[src/rtl/reg_file_8x16.sv]
// Eight-entry register file fed by a one-hot write decoder, with two registered
// read ports (write-first bypass), a sequential clear engine and one-hot checking.
module reg_file_8x16 #(
    parameter int WIDTH = 16
) (
    input  logic             clk,
    input  logic             reset,
    input  logic [7:0]       we_onehot,
    input  logic [WIDTH-1:0] wr_data,
    input  logic [2:0]       rd_sel_a,
    input  logic [2:0]       rd_sel_b,
    input  logic             clr_req,
    output logic [WIDTH-1:0] rd_data_a,
    output logic [WIDTH-1:0] rd_data_b,
    output logic             busy,
    output logic             wr_err
);

    typedef enum logic {IDLE, CLEAR} state_t;

    state_t                  state, state_nxt;
    logic [2:0]              cnt, cnt_nxt;
    logic [7:0][WIDTH-1:0]   regs, regs_nxt;
    logic                    we_any, we_multi, wr_fire, err_nxt;

    assign we_any   = |we_onehot;
    assign we_multi = (we_onehot & (we_onehot - 8'd1)) != 8'd0;
    assign wr_fire  = (state == IDLE) && !clr_req && we_any && !we_multi;
    // Any write attempt that cannot land is flagged: multi-hot, during clear, or colliding with a clear request.
    assign err_nxt  = we_any && (we_multi || (state == CLEAR) || clr_req);

    // Per-entry next value; reads sample this so a same-edge update is bypassed.
    genvar i;
    generate
        for (i = 0; i < 8; i++) begin : g_ent
            assign regs_nxt[i] = ((state == CLEAR) && (cnt == 3'(i))) ? '0 :
                                 (wr_fire && we_onehot[i])            ? wr_data :
                                                                        regs[i];
        end
    endgenerate

    always_comb begin
        state_nxt = state;
        cnt_nxt   = cnt;
        case (state)
            IDLE: begin
                if (clr_req) begin
                    state_nxt = CLEAR;
                    cnt_nxt   = 3'd0;
                end
            end
            CLEAR: begin
                cnt_nxt = cnt + 3'd1;
                if (cnt == 3'd7) state_nxt = IDLE;
            end
            default: state_nxt = IDLE;
        endcase
    end

    always_ff @(posedge clk or posedge reset) begin
        if (reset) begin
            state     <= IDLE;
            cnt       <= 3'd0;
            regs      <= '0;
            rd_data_a <= '0;
            rd_data_b <= '0;
            wr_err    <= 1'b0;
        end else begin
            state     <= state_nxt;
            cnt       <= cnt_nxt;
            regs      <= regs_nxt;
            rd_data_a <= regs_nxt[rd_sel_a];
            rd_data_b <= regs_nxt[rd_sel_b];
            wr_err    <= err_nxt;
        end
    end

    assign busy = (state == CLEAR);

endmodule

[config.mk]
export PLATFORM = sky130hd
export DESIGN_NAME = reg_file_8x16
export DESIGN_NICKNAME = d
export VERILOG_FILES = /design/src/rtl/reg_file_8x16.sv
export SDC_FILE = /design/constraint.sdc
export NUM_CORES = 1
export LEC_CHECK = 0
export CAP_MARGIN = 10
export CORE_AREA = 2 2 136 171
export CTS_CLUSTER_SIZE = 10
export DETAILED_ROUTE_END_ITERATION = 12
export DIE_AREA = 0 0 138 173
export DONT_BUFFER_PORTS = 1
export PLACE_DENSITY = 0.55
export SETUP_SLACK_MARGIN = 0.02
export SYNTH_ARGS = -nofsm -noshare
export SYNTH_HDL_FRONTEND = slang
export SYNTH_SLANG_ARGS = --single-unit
[constraint.sdc]
create_clock -name clk -period 6.7 [get_ports clk]
set_clock_uncertainty 0.15 [all_clocks]
set_input_delay 1.34 -clock clk [delete_from_list [all_inputs] [get_ports clk]]
set_output_delay 1.34 -clock clk [all_outputs]
set_load 0.01 [all_outputs]
* After elaboration in Yosys (flattened, before gate mapping)
Index checks and enable logic that the tools add are counted.
** Storage, ports and cells
- Bits in registers :: 165
** Cells by class
- Reduce and logical (&&, ||, !) cells :: 27
- Add/sub/neg operators :: 2
- Muxes and demuxes :: 25
- Magnitude comparators :: 2
- Bitwise operators :: 2
- Equality and inequality tests :: 8
** Operator list (count)
- $mux W16 :: 18
- $bmux W16 S3 :: 2
- $logic_and A1 B1 Y1 :: 20
- $eq A3 B3 Y1 const B :: 4
- $and A8 B8 Y8 :: 1
- $lt A3 B4 Y1 const B :: 2
- $reduce_bool A8 Y1 :: 1
- $reduce_or A8 Y1 :: 1
- $sub A8 B1 Y8 const B :: 1
- $eq A3 B2 Y1 const B :: 2
- $pmux W3 S2 :: 1
- $add A3 B1 Y3 const B :: 1
- $eq A3 B1 Y1 const B :: 1
- $logic_not A3 Y1 :: 1
- $mux W3 :: 1
- $logic_not A1 Y1 :: 2
- $logic_or A1 B1 Y1 :: 2
- $mux W1 :: 2
- $ne A2 B2 Y1 const B :: 1
- $pmux W1 S2 :: 1
- $not A1 Y1 :: 1

* Longest topological paths before layout
- Depth after elaboration :: 10
- Depth in mapped cells :: 11
- Mapped depth without buffers :: 9

* Worst setup path before layout
OpenSTA, ideal clock, no wires.
- Path kind :: input-to-reg
- From :: in we_onehot[1]
- To :: reg rd_data_a[14]
- Path slack :: 2811 ps
- Required time :: 6428 ps
- Data arrival time :: 3617 ps
- Buffers on the path :: 2
- Setup time :: 122 ps
- Stages :: 9
- Path through :: or3_1 buf_2 or4_4 a311oi_4 buf_6 mux2i_1 nor2_4 o221ai_1 nor2_1
** RTL lines
- start, declared :: RTL line 8 : input logic [7:0] we_onehot,
- end signal, assigned :: RTL line 72 : rd_data_a <= regs_nxt[rd_sel_a];
- end, declared :: RTL line 13 : output logic [WIDTH-1:0] rd_data_a,

* Worst setup path after layout
- From :: in we_onehot[1]
- To :: reg rd_data_a[3]
** On the way
- Longest elaborated chain between the ends :: 10
- Elaborated cells on any way between the ends :: 33
** Ends and longest elaborated chain
- $sub A8 B1 Y8 :: RTL line 27 : assign we_multi = (we_onehot & (we_onehot - 8'd1)) != 8'd0;
- $and A8 B8 Y8 :: RTL line 27
- $reduce_bool A8 Y1 :: RTL line 27
- $logic_not A1 Y1 :: RTL line 28 : assign wr_fire = (state == IDLE) && !clr_req && we_any && !we_multi;
- $logic_and A1 B1 Y1 :: RTL line 28
- $logic_and A1 B1 Y1 :: RTL line 37 : (wr_fire && we_onehot[i]) ? wr_data :
- $mux W16 :: RTL line 37
- $mux W16 :: RTL line 36 : assign regs_nxt[i] = ((state == CLEAR) && (cnt == 3'(i))) ? '0 :
- $bmux W16 S3 * :: RTL line 72
- $mux W16 (not written as such) * :: RTL line 72
Mark *: on every way between the ends. The rest lies on a longest branch, timed or not. The select of a mux whose other input is x is not followed.
A chain may end at the register's enable or synchronous reset.

==> results_dict.tcl <==
set metrics [dict create \
    crit_path_max_fanout 16 \
    cts.sink_count 165 \
    cts_made_buffers 17 \
    dpl.cell_count 1092 \
    setup.worst_path.end_class "flop" \
    final.period_utilization_pct 65.4 \
    latest_clock_arrival_within_the_worst_skew_pair_ns 0.43 \
    cts_root_buf "clkbuf_16" \
    drive_above_1_share_pct 15.6 \
    antenna_cells_inserted 0 \
    postSynth.asyncResetShare_pct 100 \
    yosys.area.top_type "dfrtp_1" \
    cts.htree.levels 4 \
    grt_start_max_net_pins 93 \
    dp_hpwl_mm 18.1 \
    synthDistinctLibCells 54 \
    fmax_achieved_mhz 228 \
    final.fill_count 2148 \
    max-slew-margin-rel_pct 13.5 \
    yosys-top-cells-area "dfrtp_1 (47%), mux2i_1 (12%), nand2_1 (4.7%), nor2_1 (4.2%), o221a_2 (3.6%)" \
    detail_route.vias_per_cell 6.31 \
    fin_nets 867 \
    seq_area_mm2 0.00413 \
    power.internal_w 0.00179 \
    final.min_clock_period_ns 4.38 \
    grt_antenna_before_repair 0 \
    worst-endpoint-required_ns 6.88 \
    finish.utilization_pct 43.0 \
    synth.yosys.warnings 0 \
    syn2layout_area_growth_pct 8.48 \
    portBuffers 0 \
    postSynthNetCount 914 \
    cts.clk_slew.worst_paths_ns 0.06 \
    clock_tree.buffer_depth 2 \
    worst-slew-pin-transition_ns 1.30 \
    post-route-drc-count 0 \
    final_cell_mix "dfrtp_1 (165), nand2_1 (109), mux2i_1 (101)" \
    final-instance-count-excl-fill 1123 \
    final-setup-viol-count 0 \
    grt.total_usage_pct 24.7 \
    maxSlewViolCount 0 \
    number_of_maximum_capacitance_constraint_violations 0 \
    die_area_mm2 0.0239 \
    syn_inst 875 \
    ir_worst_vdd_v 0.000179 \
    synth_top_area_share_pct 47.0 \
    detail_route.iter0.violations 721 \
    floorplan.initialDensity_pct 39.7 \
    place_congestion 0.829 \
    powerDensity_mw_per_mm2 281 \
    routed_wirelength_mm 29.6 \
    drt_wl_cell_um 26.4 \
    clkPwrFrac_pct 37.9 \
    layout.cells.most_common "dfrtp_1" \
    cts_tree "built" \
    cts.repair.resized 0 \
    sequential_share_of_the_synthesized_area_pct 47.0 \
    dr.pass1.iters 6 \
    syn_avg_cell_area_um2 10.0 \
    ys.flop_type "dfrtp_1" \
    antenna_violating_nets_post_route 0 \
    multi_input_comb_area_mm2 0.00424 \
    width_of_the_die_um 138 \
    critical_setup_path_class "input port to flop" \
    floorplan.rows 61 \
    die_y_um 173 \
    worst_hold_path_type "flop to flop" \
    core_area_mm2 0.0221 \
    synth-seq-cells 165 \
    postCtsSetupRepairBufs 0 \
    via_count 7087 \
    combinationalPowerShare_pct 21.1 \
    p_seq_share_pct 41.0 \
    switching_power_w 0.000891 \
    total_leakage_power_nw 4.20 \
    synth-edff-count 0 \
    vias_in_the_first_global_route 6847 \
    crit_arrival_ns 4.56 \
    cts_hold_buf 0 \
    switching_share_pct 33.3 \
    outcome "finished, final reports clean" \
    globalRoute.totalOverflow 0 \
    grt_setup_unrepaired "no" \
    report.final.hold_viol_count 0 \
    finalSetupTns_ns 0 \
    netlist_area_before_placement_mm2 0.00878 \
    io-pin-count 67 \
    grt_pass1_wl_mm 44.3 \
    critPathLaunchType "input port" \
]
## metal layers
layer	wire (µm)	track usage (%)	part of all wire [%]
met5	0	0	0
met4	1040	10.9	3.5
met3	2010	3.85	6.8
met2	13800	39.2	47
met1	12800	33.5	43
## worst paths after layout
check                      depth (start not counted)            to  slack (ns)          from
hold reg to reg                                    2     regs[126]        0.37     regs[126]
setup reg to reg                                   7  rd_data_a[6]        2.84          busy
max in group asynchronous                          2  rd_data_a[6]        4.12         reset
hold / removal                                     2     regs[126]        0.37     regs[126]
setup / recovery                                   7  rd_data_a[3]        2.32  we_onehot[1]
min in group asynchronous                          1  rd_data_b[3]        0.79         reset
## cell usage after synthesis (all sizes together), types with 3 or more instances
cell type	count
dfrtp	165
nand2	109
nor2	109
mux2i	101
clkbuf	54
o221ai	36
nor3	35
o21ai	35
buf	33
a21oi	30
a221oi	30
o221a	28
o2bb2ai	28
inv	11
or2	8
ha	6
nand3	6
nand2b	4
or3	4
a211oi	3
a21o	3
mux2	3
nand3b	3
nor2b	3
or4	3
## state kept, by name, summed over array words and instances, names as in the netlist
signal     cells
wr_err         1
busy           1
rd_data_a     16
regs         128
rd_data_b     16
cnt            3
## stage by stage
step | setup slack [ns] | cell area (µm²) | total power, W | hold WS, ns
after detailed placement | 2.00 | 8920 | 0.00167 | 0.358
after global placement | 2.02 | 8920 | 0.00167 | 0.351
after floorplan | 0.748 | 8780 | 0.00147 | 0.323
final | 2.32 | 9520 | 0.00268 | 0.374
after global routing | 2.19 | 9520 | 0.00277 | 0.409
after CTS | 2.41 | 9520 | 0.00268 | 0.374
## critical path, stage by stage
cell	delay, ns
nor3_1	0.66
mux2i_1	0.44
o2111a_1	1.14
mux2i_1	0.31
o221ai_1	0.25
o21ai_0	0.17
nor3_1	0.24
## power groups by stage
stage                     Sequential [W]  Clock [W]  Combinational (W)
after CTS                        0.00110    0.00103           0.000553
after floorplan                  0.00109          0           0.000377
final                            0.00110    0.00101           0.000564
after global routing             0.00111    0.00107           0.000595
after detailed placement         0.00112          0           0.000550
after global placement           0.00112          0           0.000550
## area by class of cell
cell class	count	share of cell area [%]
Clock buffer	22	4.98
Clock inverter	9	1.33
Inverter	11	0.486
Timing Repair Buffer	21	1.66
Sequential cell	165	43.4
Tap cell	283	3.72
Multi-Input combinational cell	612	44.5
## kinds of logic (layout without fill, tap and decap cells)
family,after synthesis,after routing,synth area share [%]
AOI/OAI and AO/OA,209,209,19.3
adders and majority gates,6,6,0.855
muxes,104,104,11.9
DFF,165,165,47.0
and+or+nand+nor,293,293,16.1
buffers and inverters,98,63,4.77
Power figures use the tool's default switching activity.
